`src/rtl/sample_frame_packer.sv`:
```
// rtl/sample_frame_packer.sv - double-buffered sample-to-frame packer for the FT2232H TX stage
module sample_frame_packer #(
  parameter int DATA_WIDTH = 14,
  parameter int SAMPLES    = 40,
  parameter int DROP_CNT_W = 16
) (
  input  logic                              clk,
  input  logic                              rst_n,
  input  logic [DATA_WIDTH-1:0]             sample_in,
  input  logic                              sample_valid,
  output logic                              sample_ready,
  input  logic                              frame_release,
  output logic [0:DATA_WIDTH*SAMPLES-1]     frame_out,
  output logic                              frame_enable,
  output logic                              frame_start,
  output logic                              overflow,
  output logic [DROP_CNT_W-1:0]             drop_count,
  input  logic                              stat_clr
);

  localparam int FRAME_W = DATA_WIDTH * SAMPLES;
  localparam int IDX_W   = (SAMPLES > 1) ? $clog2(SAMPLES) : 1;
  localparam logic [IDX_W-1:0] IDX_LAST = IDX_W'(SAMPLES - 1);

  localparam logic [0:0] ST_EMPTY = 1'b0;
  localparam logic [0:0] ST_HELD  = 1'b1;

  logic [0:0]            buf_state;
  logic [IDX_W-1:0]      fill_idx;
  logic                  pending;
  logic [0:FRAME_W-1]    fill_buf;
  logic [0:FRAME_W-1]    frame_next;

  logic accept;
  logic drop;
  logic complete;
  logic load;
  logic held;

  assign held         = (buf_state == ST_HELD);
  assign frame_enable = held;
  assign sample_ready = ~pending;
  assign accept       = sample_valid & ~pending;
  assign drop         = sample_valid & pending;
  assign complete     = accept & (fill_idx == IDX_LAST);
  // A frame leaves the fill buffer either straight off its last sample or
  // later from the pending state; both need the TX side free or releasing.
  assign load         = (complete & (~held | frame_release)) | (pending & frame_release);

  // Fill buffer with the current sample merged in, so the completing sample
  // reaches frame_out on the same edge it is accepted.
  always_comb begin
    frame_next = fill_buf;
    if (accept) begin
      for (int s = 0; s < SAMPLES; s++) begin
        if (fill_idx == IDX_W'(s)) begin
          frame_next[s*DATA_WIDTH +: DATA_WIDTH] = sample_in;
        end
      end
    end
  end

  always_ff @(posedge clk or negedge rst_n) begin
    if (!rst_n) begin
      fill_buf <= '0;
      fill_idx <= '0;
    end else if (accept) begin
      fill_buf <= frame_next;
      fill_idx <= complete ? '0 : fill_idx + 1'b1;
    end
  end

  always_ff @(posedge clk or negedge rst_n) begin
    if (!rst_n) begin
      buf_state   <= ST_EMPTY;
      pending     <= 1'b0;
      frame_out   <= '0;
      frame_start <= 1'b0;
    end else begin
      frame_start <= load;
      if (load) begin
        frame_out <= frame_next;
        buf_state <= ST_HELD;
        pending   <= 1'b0;
      end else if (complete) begin
        pending   <= 1'b1;
      end else if (frame_release && held) begin
        buf_state <= ST_EMPTY;
      end
    end
  end

  // A clear coincident with a drop still records that drop.
  always_ff @(posedge clk or negedge rst_n) begin
    if (!rst_n) begin
      overflow   <= 1'b0;
      drop_count <= '0;
    end else if (stat_clr) begin
      overflow   <= drop;
      drop_count <= drop ? DROP_CNT_W'(1) : '0;
    end else if (drop) begin
      overflow <= 1'b1;
      if (drop_count != {DROP_CNT_W{1'b1}}) begin
        drop_count <= drop_count + 1'b1;
      end
    end
  end

endmodule

```
`config.mk`:
```
export PLATFORM = sky130hd
export DESIGN_NAME = sample_frame_packer
export DESIGN_NICKNAME = d
export VERILOG_FILES = /design/src/rtl/sample_frame_packer.sv
export SDC_FILE = /design/constraint.sdc
export NUM_CORES = 1
export LEC_CHECK = 0
export ABC_AREA = 0
export CORE_MARGIN = 4
export CORE_UTILIZATION = 41
export DETAILED_ROUTE_END_ITERATION = 12
export PLACE_DENSITY = 0.74
export SLEW_MARGIN = 15
export SYNTH_ARGS = -nofsm -noshare
export SYNTH_HDL_FRONTEND = slang
export SYNTH_SLANG_ARGS = --single-unit
```
`constraint.sdc`:
```
create_clock -name clk -period 2.25 [get_ports clk]
set_input_delay 0.45 -clock clk [delete_from_list [all_inputs] [get_ports clk]]
set_output_delay 0.45 -clock clk [all_outputs]
set_load 0.02 [all_outputs]
```
==> results.cfg <==
[status]
status = finished, violations left
violations = setup timing

[routing]
firstDrtPassIters = 4
wl_microns = 119000
ant_nets = 0
avgRoutedWirePerCell_microns = 24.5
drt-initial-drc-count = 1279
drc_errors = 0
vias_per_cell = 5.14
routed-via-count = 24900

[logic_synthesis]
ys_ff_latch = 1146
synth_edf_count = 0
ys_seq_area_share_pct = 66.2
yosysMostFrequentCell = dfrtp_1
ys.flop_type = dfrtp_1
synth_cells = 2617
syn_area_per_cell_sq_um = 16.6
yosysWarnings = 0
yosys-top-cells-area = dfrtp_1 66%, mux2_2 28%, mux2_1 1.4%
synthTopCellsByCount = 1146 x dfrtp_1, 1071 x mux2_2, 73 x buf_2, 73 x clkbuf_1, 52 x mux2_1
syn-cell-area_sq_um = 43300
syn-num-nets = 2641
yosysUniqueCellTypes = 46
yosysTopAreaCell = dfrtp_1
synth.top_cell.area_share_pct = 66.2
ys_async_sr_fraction_pct = 100

[floorplan]
rows = 118
die_w_microns = 333
core_sq_um = 104000
dieArea_sq_um = 111000
die_y_microns = 333
io_pins = 599
start_util_pct = 41.6

[clocking]
clock_path_buffers = 3
clkSinkCount = 1146
clk_latency_ns = 0.69
clk_pin_slew_worst_paths_ns = 0.07
htreeDepth = 3
root_buffer = clkbuf_16
tritoncts = done
numCtsBuffers = 116

[placement]
gp_congestion = 0.820
pre_cts_slack_ns = -0.503
io_buffers = 598
dp_hpwl_microns = 75600

[sta]
tightest_slew_ns = 0.814
min_period_over_period_pct = 101
grt_setup_unrepaired = true
setup_slack_ns = -0.0143
relSlewSlack_pct = 45.7
final.setup_skew_ns = 0.0236
setup_viol = 4
tns_ns = -0.0341
timing.fmax_mhz = 442
hold_slack_ns = 0.207
slew_viol_final = 0
hold_viol = 0
finalCriticalPeriod_ns = 2.26

[power]
peakVddDrop_mv = 0.869
total_power_mw = 69.5
power_density_nw_per_um2 = 1210
p_leak_nw = 28.4

[critical_path]
start_kind = flop
crit_fanout = 7
arrival_ns = 2.84
worstSetupPathType = flop to flop
cp-end-kind = flop
required_ns = 2.82

[run]
maxCapViolations = 0

[global_route]
overflow = 0
grt_pass1_vias = 26500
antenna_found_initial = 8
grt_pass1_wl_microns = 174000
grt_use_total_pct = 20.7
grt_start_max_net_pins = 93

[layout]
syn_to_final_growth_pct = 33.0
final_nets = 3395
drive_gt1_share_pct = 44.2

[worst_hold_path]
hp-class = primary input to flop
power by group:
part	internal, mW	switching (mW)	leakage (nW)	total (mW)
sequential	27.3	3.14	15.5	30.4
combinational	10.2	8.97	10.9	19.1
clock	11.8	8.04	1.98	19.9
total	49.3	20.2	28.4	69.5
final cells by class:
class,count,area (sq um)
Clock inverter,44,622
Timing Repair Buffer,813,9080
Inverter,8,30.0
Fill cell,8260,46600
Antenna cell,4,10.0
Multi-Input combinational cell,1286,14100
Sequential cell,1146,28700
Tap cell,1380,1730
Clock buffer,165,3380
flip-flops by register name, summed over array words and instances (netlist names):
register / flops
fill_buf: 560
frame_out: 560
drop_count: 16
fill_idx: 6
frame_enable: 1
frame_start: 1
overflow: 1
pending: 1
path summary, 6_finish.rpt:
path | from | to | slack [ns] | cells past startpoint
max reg2reg | fill_idx[0]$_DFFE_PN0P_ | frame_out[421]$_DFFE_PN0P_ | -0.01 | 9
max | fill_idx[0]$_DFFE_PN0P_ | frame_out[421]$_DFFE_PN0P_ | -0.01 | 9
min in group asynchronous | rst_n | frame_out[174]$_DFFE_PN0P_ | 0.26 | 2
max in group asynchronous | rst_n | frame_out[522]$_DFFE_PN0P_ | 1.04 | 4
min reg2reg | fill_buf[399]$_DFFE_PN0P_ | fill_buf[399]$_DFFE_PN0P_ | 0.48 | 1
min | sample_in[12] | fill_buf[197]$_DFFE_PN0P_ | 0.21 | 2
worst max-delay path, stage by stage (launching register included):
cell       delay, ns
dfrtp_1         0.43
inv_2           0.11
ha_4            0.15
nand3b_1        0.14
buf_6           0.16
buf_6           0.11
nor2_4          0.22
clkbuf_16       0.22
mux2_2          0.34
mux2_2          0.27
cells in the final DEF, fill, tap and decap left out, types with 10 or more instances in the layout:
cell type	n
buf_2	14
clkbuf_8	27
dfrtp_1	1143
dlygate4sd2_1	82
dlymetal6s2s_1	37
nand2_1	32
mux2_1	49
buf_4	93
a21oi_1	10
clkbuf_16	131
buf_12	81
clkbuf_1	21
clkinv_2	21
clkdlybuf4s50_1	463
buf_16	12
mux2_2	1018
mux2_4	56
bufinv_16	12
buf_6	12
layer usage:
| layer | up-vias | global-route usage [%] | share of wire [%] |
|---|---|---|---|
| li1 | 10700 | - | - |
| met1 | 13300 | 26.8 | 42 |
| met2 | 653 | 34.7 | 50 |
| met3 | 184 | 5.15 | 5.8 |
| met4 | 0 | 5.97 | 2.8 |
| met5 | - | 0 | 0 |
logic make-up (layout without fill, tap and decap cells):
kind of cell	after synthesis	count (layout)	synth area share (%)
DFF	1146	1146	66.2
buffers and inverters	185	1030	2.08
and+or+nand+nor	124	124	1.85
other	0	4	0
xor gates and xnor gates	6	6	0.121
AOI/OAI and AO/OA	27	27	0.378
muxes	1124	1124	29.2
adders and majority gates	5	5	0.144
stage by stage:
step / utilization [%] / area, sq um / std cells
after floorplan: - / 43300 / 2617
after global placement: 50.4 / 52500 / 4589
after detailed placement: 50.4 / 52500 / 4589
after CTS: 54.3 / 56600 / 4807
after global routing: 55.2 / 57600 / 4842
final: 55.3 / 57600 / 4846
timing repair:
action	CTS	global route
endpoints found under the setup margin	363	572
hold buffers	1	0
gates resized for setup	102	125
pin swaps	0	2
buffers inserted	5	19
gates cloned	3	16
hold endpoints to repair	106	0
Power figures use the tool's default switching activity.
